`config.mk`:
```
export PLATFORM = sky130hd
export DESIGN_NAME = mem_bus_arbiter
export DESIGN_NICKNAME = d
export VERILOG_FILES = /design/src/rtl/mem_bus_arbiter_pkg.sv /design/src/rtl/mem_bus_arbiter_pick.sv /design/src/rtl/mem_bus_arbiter.sv
export SDC_FILE = /design/constraint.sdc
export NUM_CORES = 1
export LEC_CHECK = 0
export CAP_MARGIN = 30
export CORE_AREA = 3 3 217 219
export CTS_CLUSTER_SIZE = 24
export DETAILED_ROUTE_END_ITERATION = 10
export DIE_AREA = 0 0 220 222
export GPL_TIMING_DRIVEN = 0
export PLACE_DENSITY_LB_ADDON = 0.08
export SYNTH_ARGS = -nofsm -noshare
export SYNTH_HDL_FRONTEND = slang
export SYNTH_SLANG_ARGS = --single-unit
```
`constraint.sdc`:
```
create_clock -name clk -period 2.2 [get_ports clk]
set_clock_uncertainty 0.1 [all_clocks]
set_input_delay 0.33 -clock clk [delete_from_list [all_inputs] [get_ports clk]]
set_output_delay 0.33 -clock clk [all_outputs]
set_load 0.02 [all_outputs]
```
`src/rtl/mem_bus_arbiter_pkg.sv`:
```
// Shared types and constants for the instruction/data memory bus arbiter.
package mem_bus_arbiter_pkg;

  localparam int ARB_LEN_W   = 4;
  localparam int MBUS_ADDR_W = 64;
  localparam int MBUS_DATA_W = 64;
  localparam int MBUS_STRB_W = MBUS_DATA_W / 8;

  // Owner encoding used by the last_owner register and the winner select.
  localparam logic OWNER_I = 1'b0;
  localparam logic OWNER_D = 1'b1;

  typedef enum logic [1:0] {
    IDLE  = 2'd0,
    OWN_I = 2'd1,
    OWN_D = 2'd2
  } arb_state_t;

  typedef struct packed {
    logic                   valid;
    logic [MBUS_ADDR_W-1:0] addr;
    logic                   write;
    logic [MBUS_STRB_W-1:0] strobe;
    logic [ARB_LEN_W-1:0]   len;
    logic [MBUS_DATA_W-1:0] wdata;
  } mbus_req_t;

  typedef struct packed {
    logic                   ready;
    logic                   last;
    logic [MBUS_DATA_W-1:0] data;
  } mbus_resp_t;

endpackage

```
`src/rtl/mem_bus_arbiter_pick.sv`:
```
// Combinational winner select between the fetch (I) and data (D) requesters.
module mem_arb_pick
  import mem_bus_arbiter_pkg::*;
#(
  parameter bit RR_MODE = 1'b0
) (
  input  logic i_valid,
  input  logic d_valid,
  input  logic last_owner,
  output logic pick_d,
  output logic pick_any
);

  // Contention goes to D in fixed mode, or to the port not served last in round-robin.
  always_comb begin
    pick_any = i_valid | d_valid;
    if (i_valid && d_valid) begin
      pick_d = RR_MODE ? (last_owner == OWNER_I) : 1'b1;
    end else begin
      pick_d = d_valid;
    end
  end

endmodule

```
`src/rtl/mem_bus_arbiter.sv`:
```
// Shares one memory bus between the fetch port (I) and the data port (D).
// Handshake: a granted owner keeps x_valid and its request fields stable until
// the beat on which m_ready and m_last are both high; every cycle with m_ready
// high is one beat, routed only to the owner. One IDLE cycle separates owners.
module mem_bus_arbiter
  import mem_bus_arbiter_pkg::*;
#(
  parameter int ADDR_W  = 64,
  parameter int DATA_W  = 64,
  parameter bit RR_MODE = 1'b0
) (
  input  logic                 clk,
  input  logic                 resetn,
  input  logic                 i_valid,
  input  logic [ADDR_W-1:0]    i_addr,
  input  logic [ARB_LEN_W-1:0] i_len,
  output logic                 i_ready,
  output logic                 i_last,
  output logic [DATA_W-1:0]    i_data,
  input  logic                 d_valid,
  input  logic [ADDR_W-1:0]    d_addr,
  input  logic                 d_write,
  input  logic [DATA_W/8-1:0]  d_strobe,
  input  logic [ARB_LEN_W-1:0] d_len,
  input  logic [DATA_W-1:0]    d_wdata,
  output logic                 d_ready,
  output logic                 d_last,
  output logic [DATA_W-1:0]    d_data,
  output logic                 m_valid,
  output logic [ADDR_W-1:0]    m_addr,
  output logic                 m_write,
  output logic [DATA_W/8-1:0]  m_strobe,
  output logic [ARB_LEN_W-1:0] m_len,
  output logic [DATA_W-1:0]    m_wdata,
  input  logic                 m_ready,
  input  logic                 m_last,
  input  logic [DATA_W-1:0]    m_data,
  output logic                 proto_err,
  output logic [1:0]           arb_state
);

  localparam logic [1:0] S_IDLE  = IDLE;
  localparam logic [1:0] S_OWN_I = OWN_I;
  localparam logic [1:0] S_OWN_D = OWN_D;

  logic [1:0] state;
  logic       last_owner;
  logic       pick_d;
  logic       pick_any;
  logic       own_i;
  logic       own_d;

  assign own_i     = (state == S_OWN_I);
  assign own_d     = (state == S_OWN_D);
  assign arb_state = state;

  mem_arb_pick #(
    .RR_MODE (RR_MODE)
  ) u_pick (
    .i_valid    (i_valid),
    .d_valid    (d_valid),
    .last_owner (last_owner),
    .pick_d     (pick_d),
    .pick_any   (pick_any)
  );

  // Owner FSM: grant from IDLE, hold until the final beat; flag stray beats in IDLE.
  always_ff @(posedge clk or negedge resetn) begin
    if (!resetn) begin
      state      <= S_IDLE;
      last_owner <= OWNER_I;
      proto_err  <= 1'b0;
    end else begin
      case (state)
        S_IDLE: begin
          if (m_ready) begin
            proto_err <= 1'b1;
          end
          if (pick_any) begin
            state      <= pick_d ? S_OWN_D : S_OWN_I;
            last_owner <= pick_d;
          end
        end
        S_OWN_I, S_OWN_D: begin
          if (m_ready && m_last) begin
            state <= S_IDLE;
          end
        end
        default: state <= S_IDLE;
      endcase
    end
  end

  // Request mux: forward the owner's fields; I never writes, so its write side is zero.
  always_comb begin
    m_valid  = own_i | own_d;
    m_addr   = '0;
    m_write  = 1'b0;
    m_strobe = '0;
    m_len    = '0;
    m_wdata  = '0;
    if (own_i) begin
      m_addr = i_addr;
      m_len  = i_len;
    end else if (own_d) begin
      m_addr   = d_addr;
      m_write  = d_write;
      m_strobe = d_strobe;
      m_len    = d_len;
      m_wdata  = d_wdata;
    end
  end

  // Response demux: only the owner sees beats; the other port reads all zeros.
  assign i_ready = own_i & m_ready;
  assign i_last  = own_i & m_last;
  assign i_data  = own_i ? m_data : '0;
  assign d_ready = own_d & m_ready;
  assign d_last  = own_d & m_last;
  assign d_data  = own_d ? m_data : '0;

endmodule

```
After elaboration in Yosys (flattened, before gate mapping). Index checks and enable logic that the tools add are counted.

Input bits: 279. Bits in read-only memories: 0. Output and inout bits: 277. Logic and storage cells: 35. RAM bits: 0. Bits in registers: 3. Latch bits: 0. Memories kept: 0.

$add $sub $neg: 0. Reductions and logical operators: 6. Divide/modulo/power cells: 0. Equal/unequal tests: 4. $lt $le $gt $ge: 0. Mux-type cells: 17. $mul: 0. Bitwise logic cells: 6. Shifts and indexed selects: 0.

Operator list (count): 64-bit 2-to-1 mux (6); 8-bit 2-to-1 mux (2); 4-bit 2-to-1 mux (2); 2-bit 2-to-1 mux (3); 1-bit bitwise AND (4); 2-bit != test (second input constant) (2); 2-bit one-hot mux with 2 select lines (1); 2-bit AND reduction (2); 1-bit 2-to-1 mux (3); 2-bit by 1-bit == test with 1-bit output (second input constant) (1); 2-bit == test (second input constant) (1); 1-bit logical AND (2); 2-bit zero test (1); 1-bit bitwise OR (2); 2-bit OR reduction (1).

Depth between registers and ports, before layout.
Depth after elaboration: 5. Mapped depth: 7. Gate-level depth less buffers: 4.

By module. A second synthesis with hierarchy kept.

Cell total of the unflattened synthesis: 474. Area total of the unflattened synthesis: 2653.8 µm².

Modules (own cells, without submodules): mem_bus_arbiter (cells each 472, area each 2643.8 µm², instances 1); mem_arb_pick (cells each 2, area each 10.0 µm², instances 1).

Worst setup path after synthesis. No wires, ideal clock.

Kind: register -> output. Start point: register state[0], in the netlist arb_state[0]. End point: output port m_addr[39]. Stages on the path, launching flop included: 8. Data arrival time: 1.713 ns. Slack: 0.057 ns. Required time: 1.770 ns. Path buffers: 3. Cell sequence: dfrtp_1 > inv_1 > ha_1 > buf_2 > buf_4 > buf_4 > nand2_1 > o21ai_0.

Cells in the longest elaborated chain, start to end: 3. Elaborated cells between the ends (all ways): 4. Those cells by class: eq/ne: 2; mux: 2.

Ends and longest elaborated chain: start: declaration (line mem_bus_arbiter.sv:46) `logic [1:0] state;`; start signal: assignment (line mem_bus_arbiter.sv:80) `state <= pick_d ? S_OWN_D : S_OWN_I;`; 2-bit == test (line mem_bus_arbiter.sv:54) `assign own_d = (state == S_OWN_D);`; 64-bit 2-to-1 mux (line mem_bus_arbiter.sv:105) `end else if (own_d) begin`; 64-bit 2-to-1 mux (*) (line mem_bus_arbiter.sv:102) `if (own_i) begin`; end: declaration (line mem_bus_arbiter.sv:30) `output logic [ADDR_W-1:0] m_addr,`.

Mark *: on every way between the ends. The rest lies on a longest branch, timed or not.

Worst setup path in the final report.
Start point: register state[0], in the netlist arb_state[0]. End point: output port m_wdata[49].

Cells in the longest elaborated chain, start to end: 3. Elaborated cells between the ends (all ways): 4. Those cells by class: eq/ne: 2; mux: 2.

Ends and longest elaborated chain: 2-bit == test (line mem_bus_arbiter.sv:54); 64-bit 2-to-1 mux (line mem_bus_arbiter.sv:105); 64-bit 2-to-1 mux (*) (line mem_bus_arbiter.sv:102); end: declaration (line mem_bus_arbiter.sv:34) `output logic [DATA_W-1:0] m_wdata,`.

Marked as above.

==> metrics.md <==
| Metric | Value |
|---|---|
| Status | `finished, final reports clean` |
| Largest area contributor in the synthesized netlist | `and2_1` |
| Distinct cells, synth | `22` |
| Avg WL per Cell | `~20 µm` |
| Worst-path maximum fanout | `8` |
| Number of DRC markers in iteration 0 | `136` |
| VDD IR-drop max | `0.349 mV` |
| Synth Area in Compound Gates | `0.146` |
| Top cells by count, synth | `207 x and2_1, 133 x nand2_1, 62 x o21ai_0` |
| First-pass GRT wire length | `between 40000 and 50000 µm` |
| IO Count | `around 560` |
| Placed cells | `approximately 1600` |
| Mean post-synth cell area | `approximately 5.6 µm²` |
| Slew margin rel. | `0.813` |
| Post-CTS Hold Fix Bufs | `0` |
| Via count | `between 5000 and 6000` |
| Fillers | `5097` |
| Crit path from | `arb_state[0]` |
| WP data required | `approximately 1.8 ns` |
| RD Place Congestion | `0.753` |
| Slew Limit Fails | `0` |
| Syn_nets | `757` |
| Critical path's top delay family | `buffers and inverters` |
| Synth Area in Adders | `0.0238` |
| Ratio of cells with drive above 1 in the final layout | `0.414` |
| First-pass DRT Iterations | `4` |
| RSZ-0062 raised after global routing | `yes` |
| P per Cell Area | `994 mW/mm²` |
| Final net count | `1350` |
| Synthesized cell area | `0.00263 mm²` |
| Crit. End Element | `output pin` |
| Max Cap Violations | `0` |
| Synth async-reset ratio | `1.00` |
| Fin area | `0.0101 mm²` |
| Slowest cell delay on critical path | `0.42 ns` |
| Initial antenna violation count | `14` |
| Clock period minus worst slack | `between 2 and 2.5 ns` |
| GRT Total Usage | `0.122` |
| Mux cell area share after synthesis | `0` |
| Total core area | `0.0453 mm²` |
| #FFs+latches synth | `3` |
| Fin cells | `1674` |
| Startpoint types | `register` |
| Synth Flop Type | `dfrtp_1` |
| Final Hold Fails | `0` |
| Sequential area share after synthesis | `0.0285` |
| R2r setup slk | `about 0.5 ns` |
| Yosys top cell area share | `0.492` |
| Initial Utilization | `0.0581` |
| Crit path setup slack, layout | `~0.015 ns` |
| DRT Wirelength | `between 30000 and 40000 µm` |
| Largest net degree at the start of global routing | `11` |
| Largest family of logic cells by synthesized area | `simple AND/OR/NAND/NOR gates` |
| Die Y | `222 µm` |
| Worst Path Buf+Inv | `4` |
| YS warnings | `0` |
| CTS Sinks | `3` |
| Crit path max-delay cell type | `dfrtp_2` |
| Max Root-Sink Buffers | `2` |
| Arr. time, crit path | `1.76 ns` |
| CP most frequent cell | `buf_12` |
| Count leader, synth | `and2_1` |
| Worst Tran Pin Value | `0.277 ns` |
| CTS tree | `built` |
| Gate Count Post-Synth | `473` |
| I/O Buffers | `roughly 560` |
| Clock buffer count from CTS | `3` |
| Drc violations | `0` |
| Hold/Removal Path Class | `in -> async` |
| WS Path Type | `reg -> out` |
| Fmax | `about 460 MHz` |
| Synth Area in XOR/XNOR | `0` |
| Post-route ant nets | `0` |
| Syn-to-layout area delta | `283%` |
| Die area | `about 0.05 mm²` |
| Placement-stage cell area | `0.00894 mm²` |
| Leak | `4.44 nW` |
| Synth Area in Simple Gates | `0.699` |
| RR Startpoint | `arb_state[1]` |
| Root buffer cell | `clkbuf_16` |
| Cell Rows | `~80` |
| # setup viols final | `0` |
| Post-DR vias/cell | `~3.2` |
| Ordered list of cells on the worst path | `buf_12 > ha_4 > nor2b_4 > buf_12 > clkbuf_16 > and2_4 > buf_6` |
| Synth area leaders | `and2_1 49%, nand2_1 19%, o21ai_0 12%` |
| Clk_lat worst skew | `between 0.2 and 0.25 ns` |
| Vias in the first global route | `5760` |
| Post-DP HPWL | `approximately 27000 µm` |
| Die width | `approximately 220 µm` |
| Dpl ws | `-1.05 ns` |
| Post-synth EDFFs | `0` |
| Crit share post-route | `0.993` |
| Clock slew at reported path FFs | `0.03 ns` |
| Grt total ovfl | `0` |
| Max H-tree Level | `1` |
[report_power, final]
| part | switching [W] | internal (W) |
|---|---|---|
| combinational | 0.00478 | 0.00485 |
| clock | 0.0000507 | 0.000239 |
| sequential | 0.0000266 | 0.0000741 |
| total | 0.00485 | 0.00517 |
[state kept, by name, summed over array words and instances (netlist names)]
| register | cells |
|---|---|
| arb_state | 2 |
| proto_err | 1 |
[cell usage in the layout, fill, tap and decap left out, types with 2 or more instances in the layout]
master           instances
a22o_1                   2
and2_1                 137
and2_4                  70
buf_12                  12
buf_16                   5
buf_2                   56
buf_4                   61
buf_6                  108
buf_8                   17
clkbuf_16               18
clkbuf_2                17
clkbuf_4                 2
clkbuf_8                11
clkdlybuf4s15_2         22
clkdlybuf4s50_1        281
dfrtp_2                  2
diode_2                  9
dlygate4sd2_1           23
ha_1                     2
ha_4                     3
nand2_1                124
nand2_2                  8
o21ai_0                 16
o21ai_1                 29
o21ai_2                 21
[worst paths after layout]
kind,to,cells past startpoint
max in group asynchronous,arb_state[0],1
max,m_wdata[49],7
min,arb_state[1],1
min in group clk,proto_err,1
min reg2reg,proto_err,1
max reg2reg,arb_state[1],5
[per-layer routing]
layer / global-route usage / wire (µm) / vias to the layer above
met3: 0.0563 / 4230 / 22
met5: 0 / 26 / -
met4: 0.0218 / 488 / 4
met1: 0.108 / 9760 / 2391
met2: 0.248 / 18400 / 334
li1: - / - / 2663
[logic make-up after synthesis]
kind of cell,after synthesis
AOI/OAI and AO/OA,72
adders and majority gates,5
buffers and inverters,47
DFF,3
and+or+nand+nor,346
[through the flow]
stage | hold WS [ns] | total power (W) | utilization | setup TNS [ns]
floorplan | -0.0656 | 0.00373 | - | 0
global placement | 0.350 | 0.00810 | 0.197 | -165.99
detailed placement | 0.352 | 0.00797 | 0.197 | -167.87
CTS | 0.201 | 0.00898 | 0.202 | -1.82
global route | 0.208 | 0.0108 | 0.222 | -3.71
finish | 0.196 | 0.0100 | 0.223 | 0
[final cells by class]
| type | instances | area (µm²) | share of cell area |
|---|---|---|---|
| Antenna cell | 9 | 22.5 | 0.00223 |
| Buffer | 41 | 607 | 0.0602 |
| Clock buffer | 4 | 78.8 | 0.00782 |
| Inverter | 2 | 10.0 | 0.000993 |
| Multi-Input combinational cell | 423 | 2610 | 0.259 |
| Sequential cell | 3 | 77.6 | 0.00770 |
| Tap cell | 600 | 751 | 0.0745 |
| Timing Repair Buffer | 592 | 5920 | 0.588 |
[worst reg2reg max path, delay by kind of cell (launching register included)]
family                   cells  cell delay [ns]
adder cells (fa/ha/maj)      1             0.30
buffers and inverters        2             0.21
AO/OA/AOI/OAI                2             0.55
flip-flops                   1             0.42
[repair_timing]
action / in CTS / in global routing
hold endpoints to repair: 0 / 0
gates resized for setup: 1324 / 302
pin swaps: 18 / 39
gates cloned: 7 / 14
buffers inserted: 16 / 3
endpoints found under the setup margin: 274 / 225
Power figures use the tool's default switching activity.
